--- config.mk ---
export PLATFORM = sky130hd
export DESIGN_NAME = mux41_sel_sched_flat
export DESIGN_NICKNAME = d
export VERILOG_FILES = /design/src/rtl/mux41_sel_sched_if.sv /design/src/rtl/mux41_sel_sched.sv /design/src/flat_wrapper.sv
export SDC_FILE = /design/constraint.sdc
export NUM_CORES = 1
export LEC_CHECK = 0
export CELL_PAD_IN_SITES_DETAIL_PLACEMENT = 0
export CELL_PAD_IN_SITES_GLOBAL_PLACEMENT = 1
export CORE_ASPECT_RATIO = 1.2
export CORE_MARGIN = 5
export CORE_UTILIZATION = 40
export CTS_BUF_LIST = sky130_fd_sc_hd__clkbuf_16
export DETAILED_ROUTE_END_ITERATION = 7
export DONT_BUFFER_PORTS = 1
export PLACE_DENSITY = 0.76
export REMOVE_ABC_BUFFERS = 1
export SLEW_MARGIN = 20
export SYNTH_ARGS = -nofsm -noshare
export SYNTH_HDL_FRONTEND = slang
export SYNTH_SLANG_ARGS = --single-unit
--- constraint.sdc ---
create_clock -name clk -period 2.85 [get_ports clk]
set_clock_uncertainty 0.1 [all_clocks]
set_input_delay 0.1425 -clock clk [delete_from_list [all_inputs] [get_ports clk]]
set_output_delay 0.1425 -clock clk [all_outputs]
set_load 0.02 [all_outputs]
--- src/rtl/mux41_sel_sched_if.sv ---
`default_nettype none
// ============================================================================
// Module      : mux41_sel_sched_if
// Description : Request / select / handshake bundle between the requesters,
//               the mux41 select scheduler and the mux output consumer.
// Revision    : 1.0 - initial release
// ============================================================================
interface mux41_sel_sched_if;
    logic [3:0] req;
    logic       out_ready;
    logic [1:0] sel;
    logic [3:0] grant;
    logic       sel_valid;
    logic       last_beat;

    modport master (
        input  req,
        input  out_ready,
        output sel,
        output grant,
        output sel_valid,
        output last_beat
    );

    modport slave (
        output req,
        output out_ready,
        input  sel,
        input  grant,
        input  sel_valid,
        input  last_beat
    );
endinterface
`default_nettype wire

--- src/rtl/mux41_sel_sched.sv ---
`default_nettype none
// ============================================================================
// Module      : mux41_sel_sched
// Description : Round-robin, dwell-limited select scheduler for mux41 with a
//               valid/ready handshake. MUX41_SCHED_FIXED_PRIO_EN selects
//               fixed priority (channel 0 highest) instead of round-robin.
// Revision    : 1.0 - initial release
// ============================================================================
module mux41_sel_sched #(
    parameter int DWELL = 2
) (
    input  wire logic           clk,
    input  wire logic           rst_n,
    mux41_sel_sched_if.master   bus
);

    localparam logic [0:0] C_IDLE     = 1'b0;
    localparam logic [0:0] C_GRANT    = 1'b1;
    localparam logic [7:0] C_DWELL_M1 = 8'(DWELL - 1);

    logic [0:0] state_q,  state_d;
    logic [1:0] sel_q,    sel_d;
    logic [3:0] grant_q,  grant_d;
    logic       valid_q,  valid_d;
    logic [7:0] dwell_q,  dwell_d;
    logic [1:0] rr_ptr_q, rr_ptr_d;

    logic       w_accept;
    logic       w_last;
    logic [1:0] w_arb_start;
    logic       w_arb_hit;
    logic [1:0] w_arb_idx;

    assign w_accept = valid_q & bus.out_ready;
    assign w_last   = w_accept & ((dwell_q == 8'd0) | ~bus.req[sel_q]);

    // On a rotating edge the pointer is taken as the outgoing sel, so the
    // search already sees the updated pointer within that same edge.
`ifdef MUX41_SCHED_FIXED_PRIO_EN
    assign w_arb_start = 2'd0;
`else
    assign w_arb_start = ((state_q == C_GRANT) ? sel_q : rr_ptr_q) + 2'd1;
`endif

    // Walk from farthest to nearest so the nearest requester wins.
    always_comb begin
        logic [1:0] cand;
        cand      = 2'd0;
        w_arb_hit = 1'b0;
        w_arb_idx = 2'd0;
        for (int k = 3; k >= 0; k--) begin
            cand = w_arb_start + 2'(k);
            if (bus.req[cand]) begin
                w_arb_hit = 1'b1;
                w_arb_idx = cand;
            end
        end
    end

    always_ff @(posedge clk) begin
        if (!rst_n) begin
            state_q  <= C_IDLE;
            sel_q    <= 2'b00;
            grant_q  <= 4'b0000;
            valid_q  <= 1'b0;
            dwell_q  <= 8'd0;
            rr_ptr_q <= 2'd3;
        end else begin
            state_q  <= state_d;
            sel_q    <= sel_d;
            grant_q  <= grant_d;
            valid_q  <= valid_d;
            dwell_q  <= dwell_d;
            rr_ptr_q <= rr_ptr_d;
        end
    end

    always_comb begin
        state_d  = state_q;
        sel_d    = sel_q;
        grant_d  = grant_q;
        valid_d  = valid_q;
        dwell_d  = dwell_q;
        rr_ptr_d = rr_ptr_q;
        case (state_q)
            C_IDLE: begin
                if (w_arb_hit) begin
                    state_d = C_GRANT;
                    sel_d   = w_arb_idx;
                    grant_d = 4'b0001 << w_arb_idx;
                    valid_d = 1'b1;
                    dwell_d = C_DWELL_M1;
                end
            end
            C_GRANT: begin
                if (w_accept) begin
                    if (!w_last) begin
                        dwell_d = dwell_q - 8'd1;
                    end else begin
                        rr_ptr_d = sel_q;
                        if (w_arb_hit) begin
                            sel_d   = w_arb_idx;
                            grant_d = 4'b0001 << w_arb_idx;
                            dwell_d = C_DWELL_M1;
                        end else begin
                            state_d = C_IDLE;
                            valid_d = 1'b0;
                            grant_d = 4'b0000;
                        end
                    end
                end
            end
            default: begin
                state_d = C_IDLE;
                valid_d = 1'b0;
                grant_d = 4'b0000;
            end
        endcase
    end

    always_comb begin
        bus.sel       = sel_q;
        bus.grant     = grant_q;
        bus.sel_valid = valid_q;
        bus.last_beat = w_last;
    end

endmodule
`default_nettype wire

--- src/flat_wrapper.sv ---
// flat-port wrapper written by rule: the top's interface ports become plain ports
module mux41_sel_sched_flat 
#(
    parameter int DWELL = 2
)
  (clk, rst_n, bus_req, bus_out_ready, bus_sel, bus_grant, bus_sel_valid, bus_last_beat);
  mux41_sel_sched_if bus_i ();
  input  wire logic clk;
  input  wire logic rst_n;
  input wire logic [$bits(bus_i.req)-1:0] bus_req;
  input wire logic [$bits(bus_i.out_ready)-1:0] bus_out_ready;
  output wire logic [$bits(bus_i.sel)-1:0] bus_sel;
  output wire logic [$bits(bus_i.grant)-1:0] bus_grant;
  output wire logic [$bits(bus_i.sel_valid)-1:0] bus_sel_valid;
  output wire logic [$bits(bus_i.last_beat)-1:0] bus_last_beat;
  assign bus_i.req = bus_req;
  assign bus_i.out_ready = bus_out_ready;
  assign bus_sel = bus_i.sel;
  assign bus_grant = bus_i.grant;
  assign bus_sel_valid = bus_i.sel_valid;
  assign bus_last_beat = bus_i.last_beat;
  mux41_sel_sched #(.DWELL(DWELL)) u_core (.clk(clk), .rst_n(rst_n), .bus(bus_i));
endmodule
==> impl_metrics.py, run 1 <==
metrics = {
    "sta": {
        "rsz0062_at_grt": "no",
        "slew_headroom_pct": 40.6,
        "maxSlewViolCount": 0,
        "setup_ws_ps": 640,
        "worstMarginPinSlew_ps": 883,
        "finalCritPeriodShare_pct": 77.6,
        "fmax_mhz": 452,
        "hold_viol": 0,
        "tns_ps": 0,
        "period_minus_slack_ps": 2210,
        "setup_violations": 0,
    },
    "yosys": {
        "synth-xor-area-share_pct": 1.76,
        "ys_async_sr_fraction_pct": 0,
        "synth-adder-area-share_pct": 1.26,
        "synth_compound_area_share_pct": 23.6,
        "synth_edf_count": 0,
        "synth_cells": 110,
        "ys_types": 45,
        "ys_warn_count": 0,
        "yosys.area_share.simple_pct": 26.8,
        "ys_seq_elements": 18,
        "synth_top_family_by_area": "simple AND/OR/NAND/NOR gates",
        "synthFlopType": "dfxtp_1",
        "syn_area_um2": 995,
        "avgSynthCellArea_um2": 9.04,
        "synth_seq_area_share_pct": 36.2,
        "yosys-mux-area-fraction_pct": 6.79,
    },
    "floorplan": {
        "die_height_um": 64.6,
        "num_io_pins": 15,
        "die_area_um2": 3590,
        "rows": 19,
        "start_util_pct": 42.7,
        "core_um2": 2330,
        "die_x_um": 55.5,
    },
    "setup_path": {
        "cp-end-kind": "output port",
        "cp.arrival_ps": 1970,
        "crit_fanout": 7,
        "cp.required_ps": 2610,
        "critical_path_class": "flop to output port",
        "cp-start-kind": "flop",
    },
    "power": {
        "p_switching_uw": 207,
        "power.density_nw_per_um2": 674,
        "comb_power_share_pct": 20.0,
        "internal_power_uw": 544,
        "max-vdd-ir-drop_mv": 0.349,
        "p_leak_uw": 0.000446,
        "sw_frac_of_total_pct": 27.6,
        "p_seq_share_pct": 42.4,
        "p_clk_share_pct": 37.6,
    },
    "grt": {
        "grt_pass1_wl_um": 3710,
        "grt_use_total_pct": 13.1,
        "grt_max_degree": 13,
        "antenna_found_initial": 0,
        "first_global_vias": 829,
        "grt-ovfl-total": 0,
    },
    "final_layout": {
        "drive_gt1_share_pct": 14.2,
        "antenna_cells": 0,
        "layout.nets": 122,
        "syn2layout_area_growth_pct": 11.9,
    },
    "worst_hold_path": {
        "hold_class": "input pin to flop",
    },
    "outcome": {
        "status": "completed",
    },
    "routing": {
        "detail_route.iter0.violations": 14,
        "antenna_left": 0,
        "route.detailed.drc": 0,
        "routed-via-count": 792,
        "dr.pass1.iters": 4,
        "vias_per_cell": 5.50,
        "avgRoutedWirePerCell_um": 14.5,
        "wl_um": 2090,
    },
    "clock_network": {
        "path_clk_slew_ps": 50,
        "cts_tree": "done",
        "root_buffer": "clkbuf_16",
        "cts.sinks": 18,
        "cts-resized-gates": 0,
        "clock_path_buffers": 2,
        "insertion_delay_ps": 250,
        "cts_buffers": 3,
        "cts-htree-levels": 1,
    },
    "placed_design": {
        "dp_hpwl_um": 1610,
        "pre_cts_ws_ps": 672,
        "numPortBuffers": 0,
        "place.gp.congestion": 0.710,
    },
    "run": {
        "cap_violations": 0,
    },
}
-- path summary, 6_finish.rpt --
check                                                    start                           endpoint  slack, ps  depth (start not counted)
worst max-delay path            u_core.bus.sel[0]$_SDFFE_PN0P_                      bus_last_beat        640                          3
worst min-delay path                             bus_out_ready  u_core.bus.sel_valid$_SDFFE_PN0P_          9                          2
worst max register to register  u_core.bus.sel[0]$_SDFFE_PN0P_     u_core.dwell_q[6]$_SDFFE_PN0N_        710                          5
worst min register to register  u_core.dwell_q[7]$_SDFFE_PN0N_     u_core.dwell_q[7]$_SDFFE_PN0N_        400                          1
-- sequential cells by signal (all words and copies together) (netlist names) --
name,count
u_core.bus.sel,2
u_core.dwell_q,8
u_core.state_q,1
u_core.rr_ptr_q,2
u_core.bus.sel_valid,1
u_core.bus.grant,4
-- routing by layer --
layer / track usage [%] / wire, um / share of wire (%)
met1: 12.9 / 858 / 41
met2: 24.4 / 1090 / 52
met3: 2.58 / 84 / 4.0
met4: 9.12 / 59 / 2.8
met5: 0 / 0 / 0
-- power groups by stage --
stage               Clock (uW)  Sequential (uW)  Combinational [uW]
global route               299              323                 169
global placement             0              322                 146
CTS                        288              318                 153
finish                     282              318                 151
floorplan                    0              315                 129
detailed placement           0              324                 150
-- layout by cell type, fill, tap and decap left out, types with 2 or more instances in the layout --
cell type | netlist | final
a21boi_0 | 2 | 2
a21o_1 | 3 | 3
a22o_2 | 2 | 2
and2_1 | 2 | 2
clkbuf_16 | 0 | 3
dfxtp_1 | 18 | 18
inv_1 | 7 | 7
mux2i_1 | 3 | 3
nand2_1 | 9 | 9
nand3_1 | 4 | 4
nor2_1 | 8 | 8
nor2b_1 | 5 | 5
nor3_1 | 4 | 4
nor4_1 | 2 | 2
o211ai_1 | 2 | 2
o21ai_0 | 3 | 3
o22ai_1 | 2 | 2
o2bb2ai_1 | 2 | 2
o32ai_1 | 2 | 2
or2_2 | 3 | 3
xnor2_1 | 2 | 2
-- critical path, cell delays in order (launching register included) --
cell and delay, ps:
dfxtp_1 570, mux4_1 640, o31a_4 160, nor2_1 340
-- cell usage after synthesis, types with 2 or more instances --
master | n | area [um^2]
nor4_1 | 2 | 12.5
inv_1 | 7 | 26.3
nand2_1 | 9 | 33.8
o21ai_0 | 3 | 15.0
o2bb2ai_1 | 2 | 17.5
or2_2 | 3 | 18.8
a21o_1 | 3 | 22.5
mux2i_1 | 3 | 30.0
dfxtp_1 | 18 | 360
a21boi_0 | 2 | 15.0
o32ai_1 | 2 | 17.5
a22o_2 | 2 | 20.0
and2_1 | 2 | 12.5
nor2b_1 | 5 | 31.3
nor3_1 | 4 | 20.0
nor2_1 | 8 | 30.0
nand3_1 | 4 | 20.0
o22ai_1 | 2 | 12.5
xnor2_1 | 2 | 17.5
o211ai_1 | 2 | 15.0
-- final cells by class --
| type | count | area (um^2) |
|---|---|---|
| multi-input combinational | 83 | 599 |
| clock inverter | 1 | 3.75 |
| tap | 31 | 38.8 |
| timing repair buffer | 1 | 10.0 |
| fill | 255 | 1220 |
| clock buffer | 3 | 75.1 |
| sequential | 18 | 360 |
| inverter | 7 | 26.3 |
-- cell families after synthesis --
logic type               after synthesis
AO/OA/AOI/OAI                         28
XOR/XNOR                               2
adder cells (fa/ha/maj)                1
buffers and inverters                  9
flip-flops                            18
multiplexers                           5
AND/OR/NAND/NOR                       47
-- per-stage QoR --
| step | total power, uW | cell area (um^2) | instances | hold WS (ps) | util [%] |
|---|---|---|---|---|---|
| 6_report | 751 | 1110 | 144 | 8.99 | 47.8 |
| 2_1_floorplan | 444 | 986 | 108 | 114 | - |
| 3_5_place_dp | 473 | 1020 | 139 | 130 | 44.0 |
| 3_3_place_gp | 468 | 1020 | 139 | 120 | 44.0 |
| 5_1_grt | 792 | 1110 | 144 | 23.5 | 47.8 |
| 4_1_cts | 759 | 1110 | 144 | 7.54 | 47.8 |
-- timing repair --
item                      in CTS  in global routing
setup buffers                  0                  0
hold buffers                   1                  0
hold endpoints to repair       9                  0
Power figures use the tool's default switching activity.
==> run 2, diff against run 1 <==
--- a/config.mk
+++ b/config.mk
@@ -5,6 +5,7 @@
 export SDC_FILE = /design/constraint.sdc
 export NUM_CORES = 1
 export LEC_CHECK = 0
+export ABC_AREA = 1
 export CELL_PAD_IN_SITES_DETAIL_PLACEMENT = 0
 export CELL_PAD_IN_SITES_GLOBAL_PLACEMENT = 1
 export CORE_ASPECT_RATIO = 1.2
@@ -13,7 +14,7 @@
 export CTS_BUF_LIST = sky130_fd_sc_hd__clkbuf_16
 export DETAILED_ROUTE_END_ITERATION = 7
 export DONT_BUFFER_PORTS = 1
-export PLACE_DENSITY = 0.76
+export PLACE_DENSITY = 0.82
 export REMOVE_ABC_BUFFERS = 1
 export SLEW_MARGIN = 20
 export SYNTH_ARGS = -nofsm -noshare
==> constraint.sdc (replaced) <==
create_clock -name clk -period 2 [get_ports clk]
set_clock_uncertainty 0.1 [all_clocks]
set_input_delay 0.1 -clock clk [delete_from_list [all_inputs] [get_ports clk]]
set_output_delay 0.1 -clock clk [all_outputs]
set_load 0.02 [all_outputs]
==> run 2 against run 1 <==
Compared with the run above:
- critical path depth up 5
- utilization fell by 1.0 points
- wire length grew 41%
- via count rose by 56%
- die area grew 24%
- sequential power grew 35%
- synthesized cell count increased by 72%
- critical endpoint unchanged
==> impl_metrics.py, run 2 <==
metrics = {
    "yosys": {
        "syn_area_um2": 1290,
        "synth_seq_area_share_pct": 28.0,
        "synth_top_area_cell": "dfxtp_1",
        "synth_cells": 189,
        "synthFlopType": "dfxtp_1",
        "ys_warn_count": 0,
        "avgSynthCellArea_um2": 6.81,
        "ys_types": 31,
        "synth_compound_area_share_pct": 12.7,
        "synth_top_cell_area_share_pct": 28.0,
        "yosys-mux-area-fraction_pct": 0,
        "synth_commonest_cells": "53 x nand2_1, 21 x inv_1, 20 x nand3_1",
        "ys_async_sr_fraction_pct": 0,
        "synth-adder-area-share_pct": 0.973,
        "synth_edf_count": 0,
        "ys_seq_elements": 18,
        "synth-xor-area-share_pct": 2.72,
        "synth_top_family_by_area": "simple AND/OR/NAND/NOR gates",
        "synth.area.top_cells": "dfxtp_1 28%, nand2_1 15%, nand3_1 7.8%",
        "yosys.area_share.simple_pct": 45.7,
        "synth_most_common_cell": "nand2_1",
    },
    "placed_design": {
        "dpl-instance-area_um2": 1340,
        "dp_hpwl_um": 2310,
        "dp_cells": 226,
        "numPortBuffers": 0,
        "pre_cts_ws_ps": 131,
        "place.gp.congestion": 0.894,
    },
    "setup_path": {
        "critical_path_class": "flop to output port",
        "crit_chain": "inv_1 -> ha_1 -> nor3b_4 -> nand3_1 -> nand2_1 -> nand2_2 -> buf_4 -> inv_2",
        "cp-end-kind": "output port",
        "reg2reg_slack_ps": 190,
        "endpoint": "bus_last_beat",
        "crit_family": "simple AND/OR/NAND/NOR gates",
        "slowest_stage": "dfxtp_1",
        "critical_path_buf_inv_count": 3,
        "cp.required_ps": 1800,
        "r2r_cells": 11,
        "startpoint": "u_core.dwell_q[0]$_SDFFE_PN0N_",
        "slowest_delay_ps": 290,
        "cp-start-kind": "flop",
        "rr_startpoint": "u_core.dwell_q[0]$_SDFFE_PN0N_",
        "cp.arrival_ps": 1640,
        "crit_fanout": 7,
        "r2r-end": "u_core.dwell_q[6]$_SDFFE_PN0N_",
        "path_depth": 8,
    },
    "routing": {
        "routed-wl-met2_um": 1500,
        "route.detailed.drc": 0,
        "dr.pass1.iters": 4,
        "highest_layer": "met4",
        "antenna_left": 0,
        "detail_route.iter0.violations": 91,
        "wl_met1_um": 1260,
        "met3WireLength_um": 147,
        "avgRoutedWirePerCell_um": 12.7,
        "vias_per_cell": 5.34,
        "wl_um": 2950,
        "routed-via-count": 1239,
    },
    "final_layout": {
        "largest_reg_flops": 8,
        "layout.nets": 205,
        "final_common_cell": "nand2_1",
        "fin_area_um2": 1440,
        "syn2layout_area_growth_pct": 12.1,
        "antenna_cells": 0,
        "final_cells": 232,
        "fillerInstances": 316,
        "drive_gt1_share_pct": 20.9,
        "register_area_um2": 362,
        "multi_input_area_um2": 806,
        "final_cell_mix": "53 x nand2_1, 20 x inv_1, 20 x nand3_1",
        "top_register": "u_core.dwell_q",
        "fin_util_pct": 46.8,
    },
    "clock_network": {
        "cts_tree": "done",
        "cts-htree-levels": 1,
        "clock_path_buffers": 2,
        "root_buffer": "clkbuf_16",
        "cts.sinks": 18,
        "path_clk_slew_ps": 50,
        "insertion_delay_ps": 250,
        "cts_buffers": 3,
    },
    "floorplan": {
        "num_io_pins": 15,
        "die_x_um": 61.8,
        "start_util_pct": 41.7,
        "die_area_um2": 4450,
        "die_height_um": 72.1,
        "core_um2": 3080,
        "rows": 22,
    },
    "grt": {
        "grt_use_total_pct": 15.4,
        "antenna_found_initial": 0,
        "grt-ovfl-total": 0,
        "grt_max_degree": 12,
        "grt_pass1_wl_um": 5300,
        "first_global_vias": 1209,
    },
    "sta": {
        "period_minus_slack_ps": 1840,
        "hold_viol": 0,
        "setup_ws_ps": 158,
        "slew_headroom_pct": 75.2,
        "worstMarginPinSlew_ps": 371,
        "tns_ps": 0,
        "fmax_mhz": 543,
        "maxSlewViolCount": 0,
        "finalCritPeriodShare_pct": 92.1,
        "setup_violations": 0,
    },
    "power": {
        "max-vdd-ir-drop_mv": 0.535,
        "p_leak_uw": 0.000690,
        "power.density_nw_per_um2": 805,
    },
    "run": {
        "cap_violations": 0,
    },
    "worst_hold_path": {
        "hold_class": "input pin to flop",
        "hp-start": "rst_n",
    },
    "outcome": {
        "status": "completed",
    },
}
==> run 2: how the worst min path moves through the flow <==
stage / cells past startpoint / end / slack [ps]
floorplan: 1 / u_core.rr_ptr_q[0]$_SDFFE_PN1P_ / 80
global placement: 1 / u_core.rr_ptr_q[1]$_SDFFE_PN1P_ / 80
detailed placement: 1 / u_core.rr_ptr_q[0]$_SDFFE_PN1P_ / 90
CTS: 2 / u_core.dwell_q[1]$_SDFFE_PN0N_ / 80
global route: 2 / u_core.bus.grant[1]$_SDFFE_PN0P_ / 110
finish: 2 / u_core.dwell_q[2]$_SDFFE_PN0N_ / 90
==> run 2: timing repair <==
item / 4_1_cts / 5_1_grt
setup endpoints to repair: 0 / 11
gates resized for setup: 0 / 3
hold buffers: 1 / 0
buffers inserted: 0 / 1
endpoints found under the hold margin: 7 / 0
==> run 2: cell families (layout without fill, tap and decap cells) <==
family / count (synthesis) / count (layout)
XOR/XNOR: 4 / 4
buffers and inverters: 28 / 35
adder cells (fa/ha/maj): 1 / 1
AND/OR/NAND/NOR: 113 / 113
flip-flops: 18 / 18
AO/OA/AOI/OAI: 25 / 25
==> run 2: area by class of cell <==
cell class / instances / area share (%)
Clock buffer: 3 / 5.21
Clock inverter: 1 / 0.260
Inverter: 24 / 6.60
Multi-Input combinational cell: 143 / 55.9
Sequential cell: 18 / 25.1
Tap cell: 36 / 3.13
Timing Repair Buffer: 7 / 3.82
==> run 2: metrics by stage <==
step,hold WS (ps),power (uW)
CTS,82.7,1160
floorplan,78.6,683
global route,108,1240
detailed placement,88.5,754
global placement,83.1,751
finish,88.5,1160
==> run 2: worst register-to-register path, stage by stage (launching register included) <==
cell and delay (ps):
dfxtp_1 290, inv_1 100, ha_1 190, nor3b_4 210, nand3_1 90, nand2_1 90, nand2_2 130, nand2_2 140
nand2_1 90, nand2_2 130, nand2_1 60, a21oi_1 120
==> run 2: where the power goes <==
part	total (uW)	switching, uW	internal, uW
logic	330	208	122
registers	428	42.3	386
clock network	403	137	266
total	1160	387	773
==> run 2: per-layer routing <==
metal  up-vias  track usage, %
met1       569            19.0
met3         5            2.49
met2        31            26.1
met5         -               0
li1        634               -
met4         0            5.66
